File: config.mk
export PLATFORM = sky130hd
export DESIGN_NAME = uart_frame_rx
export DESIGN_NICKNAME = d
export VERILOG_FILES = /design/src/rtl/uart_frame_rx.sv
export SDC_FILE = /design/constraint.sdc
export NUM_CORES = 1
export LEC_CHECK = 0
export BUFFER_PORTS_ARGS = -buffer_cell sky130_fd_sc_hd__buf_2
export CAP_MARGIN = 20
export CELL_PAD_IN_SITES_DETAIL_PLACEMENT = 0
export CELL_PAD_IN_SITES_GLOBAL_PLACEMENT = 1
export CORE_ASPECT_RATIO = 1.2
export CORE_MARGIN = 2
export CORE_UTILIZATION = 39
export CTS_BUF_LIST = sky130_fd_sc_hd__clkbuf_2 sky130_fd_sc_hd__clkbuf_4 sky130_fd_sc_hd__clkbuf_8
export DETAILED_ROUTE_END_ITERATION = 8
export GPL_TIMING_DRIVEN = 0
export PLACE_DENSITY_LB_ADDON = 0.1
export SKIP_LAST_GASP = 1
export SYNTH_ARGS = -nofsm -noshare
export SYNTH_HDL_FRONTEND = slang
export SYNTH_SLANG_ARGS = --single-unit
export TNS_END_PERCENT = 5
File: constraint.sdc
create_clock -name clk -period 1.89 [get_ports clk]
set_input_delay 0.378 -clock clk [delete_from_list [all_inputs] [get_ports clk]]
set_output_delay 0.378 -clock clk [all_outputs]
set_load 0.02 [all_outputs]
File: src/rtl/uart_frame_rx.sv
// uart_frame_rx: pops bytes from the UART RX FIFO and decodes frames of the
// form SYNC, LEN, LEN payload bytes, CHK. Payload goes out on a valid/ready
// stream. A status pulse is issued per frame or per error.
// Optional inter-byte timeout: define UART_FRAME_TIMEOUT_EN.
module uart_frame_rx #(
  parameter int                   DATA_WIDTH     = 8,
  parameter logic [DATA_WIDTH-1:0] SYNC_BYTE     = 8'hA5,
  parameter int                   MAX_LEN        = 16,
  parameter int                   TIMEOUT_CYCLES = 1000
) (
  input  logic                  clk,
  input  logic                  rst,
  input  logic [DATA_WIDTH-1:0] fifo_data,
  input  logic                  fifo_empty,
  output logic                  fifo_read,
  output logic [DATA_WIDTH-1:0] out_data,
  output logic                  out_valid,
  output logic                  out_last,
  input  logic                  out_ready,
  output logic                  frame_done,
  output logic                  frame_ok,
  output logic                  err_length,
  output logic                  err_timeout
);

  typedef enum logic [1:0] {
    ST_HUNT,
    ST_LEN,
    ST_PAYLOAD,
    ST_CHECK
  } state_t;

  state_t                r_state;
  state_t                w_state_next;
  logic                  r_fifo_read;
  logic [DATA_WIDTH-1:0] r_cnt;
  logic [DATA_WIDTH-1:0] r_sum;
  logic [DATA_WIDTH-1:0] r_out_data;
  logic                  r_out_valid;
  logic                  r_out_last;
  logic                  r_frame_done;
  logic                  r_frame_ok;
  logic                  r_err_length;
  logic                  r_err_timeout;

  logic                  w_out_free;
  logic                  w_consume;
  logic                  w_len_bad;
  logic [DATA_WIDTH-1:0] w_sum_add;
  logic                  w_to_fire;

  // The output slot is free when empty or being accepted this cycle.
  assign w_out_free = !r_out_valid || out_ready;

  // r_fifo_read doubles as the post-pop wait flag. PAYLOAD and CHECK both
  // wait for the output slot so frame_done never precedes the last byte.
  assign w_consume = !fifo_empty && !r_fifo_read &&
                     (((r_state != ST_PAYLOAD) && (r_state != ST_CHECK)) || w_out_free);

  assign w_len_bad = (fifo_data == '0) || (fifo_data > DATA_WIDTH'(MAX_LEN));
  assign w_sum_add = r_sum + fifo_data;

`ifdef UART_FRAME_TIMEOUT_EN
  localparam int TO_W = $clog2(TIMEOUT_CYCLES + 1);

  logic [TO_W-1:0] r_to_cnt;
  logic            w_to_stall;

  // A back-pressured output byte is not the sender's fault, so don't count.
  assign w_to_stall = r_out_valid && !out_ready;
  assign w_to_fire  = (r_state != ST_HUNT) && !w_consume && !w_to_stall &&
                      (r_to_cnt == TO_W'(TIMEOUT_CYCLES - 1));

  // Count idle cycles since the last consumed byte while inside a frame.
  always_ff @(posedge clk) begin
    if (rst || (r_state == ST_HUNT) || w_consume || w_to_fire) begin
      r_to_cnt <= '0;
    end else if (!w_to_stall) begin
      r_to_cnt <= r_to_cnt + 1'b1;
    end
  end
`else
  assign w_to_fire = 1'b0;
`endif

  // State register.
  always_ff @(posedge clk) begin
    if (rst) begin
      r_state <= ST_HUNT;
    end else begin
      r_state <= w_state_next;
    end
  end

  // Next-state decode; a sync value inside a frame is ordinary data.
  always_comb begin
    w_state_next = r_state;
    case (r_state)
      ST_HUNT: begin
        if (w_consume && (fifo_data == SYNC_BYTE)) w_state_next = ST_LEN;
      end
      ST_LEN: begin
        if (w_consume) w_state_next = w_len_bad ? ST_HUNT : ST_PAYLOAD;
      end
      ST_PAYLOAD: begin
        if (w_consume && (r_cnt == DATA_WIDTH'(1))) w_state_next = ST_CHECK;
      end
      ST_CHECK: begin
        if (w_consume) w_state_next = ST_HUNT;
      end
      default: w_state_next = ST_HUNT;
    endcase
    if (w_to_fire) w_state_next = ST_HUNT;
  end

  // Pop pulse, status pulses, length counter and running checksum.
  always_ff @(posedge clk) begin
    if (rst) begin
      r_fifo_read   <= 1'b0;
      r_frame_done  <= 1'b0;
      r_frame_ok    <= 1'b0;
      r_err_length  <= 1'b0;
      r_err_timeout <= 1'b0;
      r_cnt         <= '0;
      r_sum         <= '0;
    end else begin
      r_fifo_read   <= w_consume;
      r_frame_done  <= w_consume && (r_state == ST_CHECK);
      r_frame_ok    <= w_consume && (r_state == ST_CHECK) && (w_sum_add == '0);
      r_err_length  <= w_consume && (r_state == ST_LEN) && w_len_bad;
      r_err_timeout <= w_to_fire;
      if (w_consume && (r_state == ST_LEN) && !w_len_bad) begin
        r_cnt <= fifo_data;
        r_sum <= fifo_data;
      end else if (w_consume && (r_state == ST_PAYLOAD)) begin
        r_cnt <= r_cnt - 1'b1;
        r_sum <= w_sum_add;
      end
    end
  end

  // Payload stream register: load on consume, clear on handshake, else hold.
  always_ff @(posedge clk) begin
    if (rst) begin
      r_out_data  <= '0;
      r_out_valid <= 1'b0;
      r_out_last  <= 1'b0;
    end else if (w_consume && (r_state == ST_PAYLOAD)) begin
      r_out_data  <= fifo_data;
      r_out_valid <= 1'b1;
      r_out_last  <= (r_cnt == DATA_WIDTH'(1));
    end else if (out_ready) begin
      r_out_valid <= 1'b0;
      r_out_last  <= 1'b0;
    end
  end

  assign fifo_read   = r_fifo_read;
  assign out_data    = r_out_data;
  assign out_valid   = r_out_valid;
  assign out_last    = r_out_last;
  assign frame_done  = r_frame_done;
  assign frame_ok    = r_frame_ok;
  assign err_length  = r_err_length;
  assign err_timeout = r_err_timeout;

endmodule
[Yosys cells after proc, flatten, opt, wreduce, memory -nomap -nowiden]
Cells that the tools add are included.
Word-level totals
  flip-flop bits (word level): 32
  bits of input ports: 12
  output and inout port bits: 15
  logic and storage cells: 61
Operators by class
  add/sub/neg operators: 2
  $lt $le $gt $ge: 1
  eq/ne operators: 11
  mux-type cells: 13
  reduce and logical (&&, ||, !) cells: 24
Operator list (number)
  two-way mux 8 bit: 4
  logical NOT 8 bit: 2
  inequality test 2 bit (second input constant): 6
  logical AND 1 bit: 11
  two-way mux 2 bit: 5
  adder 8 bit: 1
  == test 8 x 1 -> 1 bit (second input constant): 1
  == test 8 bit (second input constant): 1
  greater-than comparator 8 x 5 -> 1 bit (second input constant): 1
  one-hot mux 2 bit (4 select lines): 1
  subtractor 8 x 1 -> 8 bit (second input constant): 1
  == test 2 bit (second input constant): 2
  logical NOT 1 bit: 4
  AND reduction 4 bit: 1
  nonzero test 2 bit: 2
  logical OR 1 bit: 3
  two-way mux 1 bit: 3
  == test 2 x 1 -> 1 bit (second input constant): 1
  logical NOT 2 bit: 1

[Longest topological paths before layout]
  depth after elaboration: 7
  depth in mapped cells: 8
  depth with buffers taken out: 8

[Least setup slack after synthesis]
Ideal clock, no wire load.
  path type: input-to-reg
  from: in fifo_data[0]
  to: reg r_frame_ok, in the netlist frame_ok
  setup time: 61 ps
  data arrival time: 1749 ps
  required time: 1829 ps
  path slack: 81 ps
  stages: 8
  buffers on the path: 0
  cells stage by stage: ha_1 inv_1 fa_1 nor2b_1 o31a_1 a21oi_1 nor4b_1 and4_1
Between the ends
  word-level cells in the longest chain between the ends: 3
Ends and longest elaborated chain
  start, declared: line 13  | input logic [DATA_WIDTH-1:0] fifo_data,
  adder 8 bit: line 61  | assign w_sum_add = r_sum + fifo_data;
  logical NOT 8 bit: line 129  | r_frame_ok <= w_consume && (r_state == ST_CHECK) && (w_sum_add == '0);
  logical AND 1 bit: line 129
  end signal, assigned: line 129
  end, declared: line 42  | logic r_frame_ok;
No other way between the ends.
A chain may end at the register's enable or synchronous reset.

[Final worst setup path]
  from: reg r_sum[0]
  to: reg r_frame_ok, in the netlist frame_ok
Between the ends
  word-level cells in the longest chain between the ends: 3
Ends and longest elaborated chain
  start, declared: line 37  | logic [DATA_WIDTH-1:0] r_sum;
  start signal, assigned: line 134  | r_sum <= fifo_data;
  start signal, assigned: line 137  | r_sum <= w_sum_add;
  adder 8 bit: line 61
  logical NOT 8 bit: line 129
  logical AND 1 bit: line 129
No other way between the ends.

==> summary.md <==
| Metric | Value |
|---|---|
| Status | `completed` |
| Final min period | `1850 ps` |
| YS warnings | `0` |
| Worst-path clk slew | `70 ps` |
| Die Ht | `77.5 um` |
| Setup TNS | `0 ps` |
| Cts bufs inserted | `5` |
| Detailed Routing Iterations Pass 1 | `4` |
| Slowest cell on crit path | `fa_2` |
| Grt total ovfl | `0` |
| Root Driver | `clkbuf_8` |
| Pwr Total | `1.29 mW` |
| Fmax | `approximately 540 MHz` |
| Layout Cells excl Fill | `between 300 and 400` |
| Final Core Density | `47.9%` |
| Total Wirelength | `4580 um` |
| Post-layout nets | `273` |
| Max-Cap Viols | `0` |
| Post-synthesis sequential area ratio | `36.5%` |
| Fill count | `483` |
| Vias | `1656` |
| Bufs on Longest Clock Path | `2` |
| Vias per cell | `5.39` |
| Post-DRT Antenna Nets | `0` |
| Die X-Extent | `65.3 um` |
| 1st-iter DRT viols | `116` |
| Kind of start point of the critical path | `register` |
| Worst EP arrival | `2070 ps` |
| Vias in the first global route | `between 1500 and 2000` |
| Cell count after synthesis | `218` |
| Setup CP Type | `register to register` |
| Dpl hpwl | `3360 um` |
| Setup Viol. Count Final | `0` |
| Final hold violations | `0` |
| Worst-Skew Late Latency | `280 ps` |
| Syn Nets | `240` |
| WP data required | `2110 ps` |
| Synth Register Bits | `32` |
| CP max stage delay | `350 ps` |
| Largest net degree at the start of global routing | `11` |
| PnR worst setup slack | `40.7 ps` |
| Diodes inserted | `0` |
| Crit end category | `register` |
| First-pass GRT wire length | `7560 um` |
| Measured slew at the worst slew-check pin | `630 ps` |
| Initial antenna violation count | `0` |
| Die ar. | `5060 sq um` |
| TritonCTS clock tree | `yes` |
| Ports | `27` |
| Area growth syn-to-layout | `17.0%` |
| IO Port Bufs | `25` |
| Hold-fix buffers, CTS | `0` |
| Htree depth | `2` |
| Leakage power | `0.803 nW` |
| Layout cells sized above 1 | `slightly below 20%` |
| VDD IR-drop max | `287 uV` |
| Crit-path max FO | `2` |
| Avg Synthesized Cell Area | `8.06 sq um` |
| Worst reg-to-reg setup slack | `between 40 and 50 ps` |
| Rows | `26` |
| Final Skew | `3.65 ps` |
| Setup WS pre-CTS | `-413 ps` |
| Gr usage total | `between 10% and 20%` |
| Synthesized area | `1760 sq um` |
| RSZ-0062 raised after global routing | `true` |
| Period utilization | `around 98%` |
| Core area | `4290 sq um` |
| Initial cell density of the core | `40.9%` |
| Slew Viols, Final | `0` |
| Power Dens Cells | `626 nW/um^2` |
| Post-synth EDFFs | `0` |
| Async SR Flop Fraction | `0%` |
| Post-synth top flop | `dfxtp_1` |
| Placed cells | `299` |
| Max-Slew Margin vs Limit | `58.0%` |
| Yosys cell types | `47` |
| DRC Markers | `0` |
| GPL Wtd Cong | `0.769` |
| Routed WL per cell | `14.9 um` |
| Sink Count | `32` |
| Hold crit path type | `input port to register` |
| Cells along the critical path | `ha_2 > inv_1 > fa_2 > nor2b_2 > o31a_1 > a21oi_1 > nor4b_2 > and4_1` |
## power breakdown
group          switching, mW  leakage (nW)  internal (mW)
Sequential          0.000677         0.258          0.675
Combinational         0.0609         0.501         0.0343
Clock                  0.252        0.0445          0.265
Total                  0.313         0.803          0.974
## per-stage QoR
step	hold WS (ps)	area, sq um
global route	321	2060
CTS	308	2060
global placement	439	1950
detailed placement	444	1950
finish	308	2060
floorplan	438	1760
## flip-flops by register name, indices dropped and copies added, names as in the netlist, named ones only
register / cells
frame_done: 1
r_sum: 8
r_state: 1
out_data: 8
err_length: 1
r_cnt: 8
out_last: 1
frame_ok: 1
fifo_read: 1
out_valid: 1
## layout by cell type (no fill, tap or decap), types with 3 or more instances in the layout
cell / instances
nand2_1: 33
dfxtp_1: 31
buf_2: 29
a21oi_1: 27
nand3_1: 15
nor2_1: 13
inv_1: 9
ha_1: 8
a31oi_1: 7
nor3_1: 6
nand2b_1: 5
clkbuf_1: 5
xor2_1: 5
o21ai_0: 5
clkbuf_8: 5
o31ai_1: 3
xnor2_1: 3
nand4b_1: 3
## final timing paths
check                           depth (start not counted)           to   startpoint
worst min register to register                          2  out_data[4]  out_data[4]
worst max register to register                          8     frame_ok     r_sum[0]
worst min-delay path                                    2    fifo_read          rst
worst max-delay path                                    8     frame_ok     r_sum[0]
## kinds of logic after synthesis
logic type                 after synthesis  synth area share (%)
and+or+nand+nor                         95                  28.4
muxes                                    1                 0.570
DFF                                     32                  36.5
AOI/OAI and AO/OA                       51                  17.6
xor gates and xnor gates                 8                  3.99
adders and majority gates               10                  7.55
buffers and inverters                   20                  5.20
other                                    1                 0.213
## what timing repair did
item                                    4_1_cts  5_1_grt
endpoints found under the setup margin        2        3
buffers inserted                              1        0
gates resized for setup                       5        0
pin swaps                                     3        2
## cell usage after synthesis, types with 2 or more instances
cell,n,area [sq um]
nand2_1,33,124
dfxtp_1,32,641
a21oi_1,27,135
nand3_1,15,75.1
nor2_1,13,48.8
ha_1,9,113
inv_1,9,33.8
a31oi_1,7,43.8
nor3_1,6,30.0
clkbuf_1,5,18.8
nand2b_1,5,31.3
o21ai_0,5,25.0
xor2_1,5,43.8
buf_2,4,20.0
nand4b_1,3,26.3
o31ai_1,3,22.5
xnor2_1,3,26.3
and3_1,2,12.5
and4_1,2,17.5
nand3b_1,2,15.0
o21a_1,2,15.0
## area by class of cell
| class | count | area [sq um] | share of cell area [%] |
|---|---|---|---|
| inverter | 9 | 33.8 | 1.64 |
| clock inverter | 1 | 5.00 | 0.243 |
| buffer | 11 | 57.6 | 2.80 |
| tap | 56 | 70.1 | 3.41 |
| clock buffer | 6 | 76.3 | 3.71 |
| multi-input combinational | 166 | 1040 | 50.5 |
| timing repair buffer | 26 | 133 | 6.45 |
| sequential | 32 | 642 | 31.2 |
## critical path: cells and delay by family (launching register included)
family / cells / cell delay, ps
compound gates: 2 / 260
fa+ha+maj: 2 / 530
buf+inv: 1 / 60
flops: 1 / 330
simple gates: 3 / 610
## per-layer routing
| metal | track usage [%] | part of all wire (%) | up-vias |
|---|---|---|---|
| met4 | 5.63 | 1.2 | 0 |
| li1 | - | - | 834 |
| met2 | 31.8 | 48 | 33 |
| met3 | 3.91 | 4.1 | 6 |
| met5 | 0 | 0 | - |
| met1 | 26.0 | 47 | 783 |
Note: power is estimated with default switching activity, not from simulation.
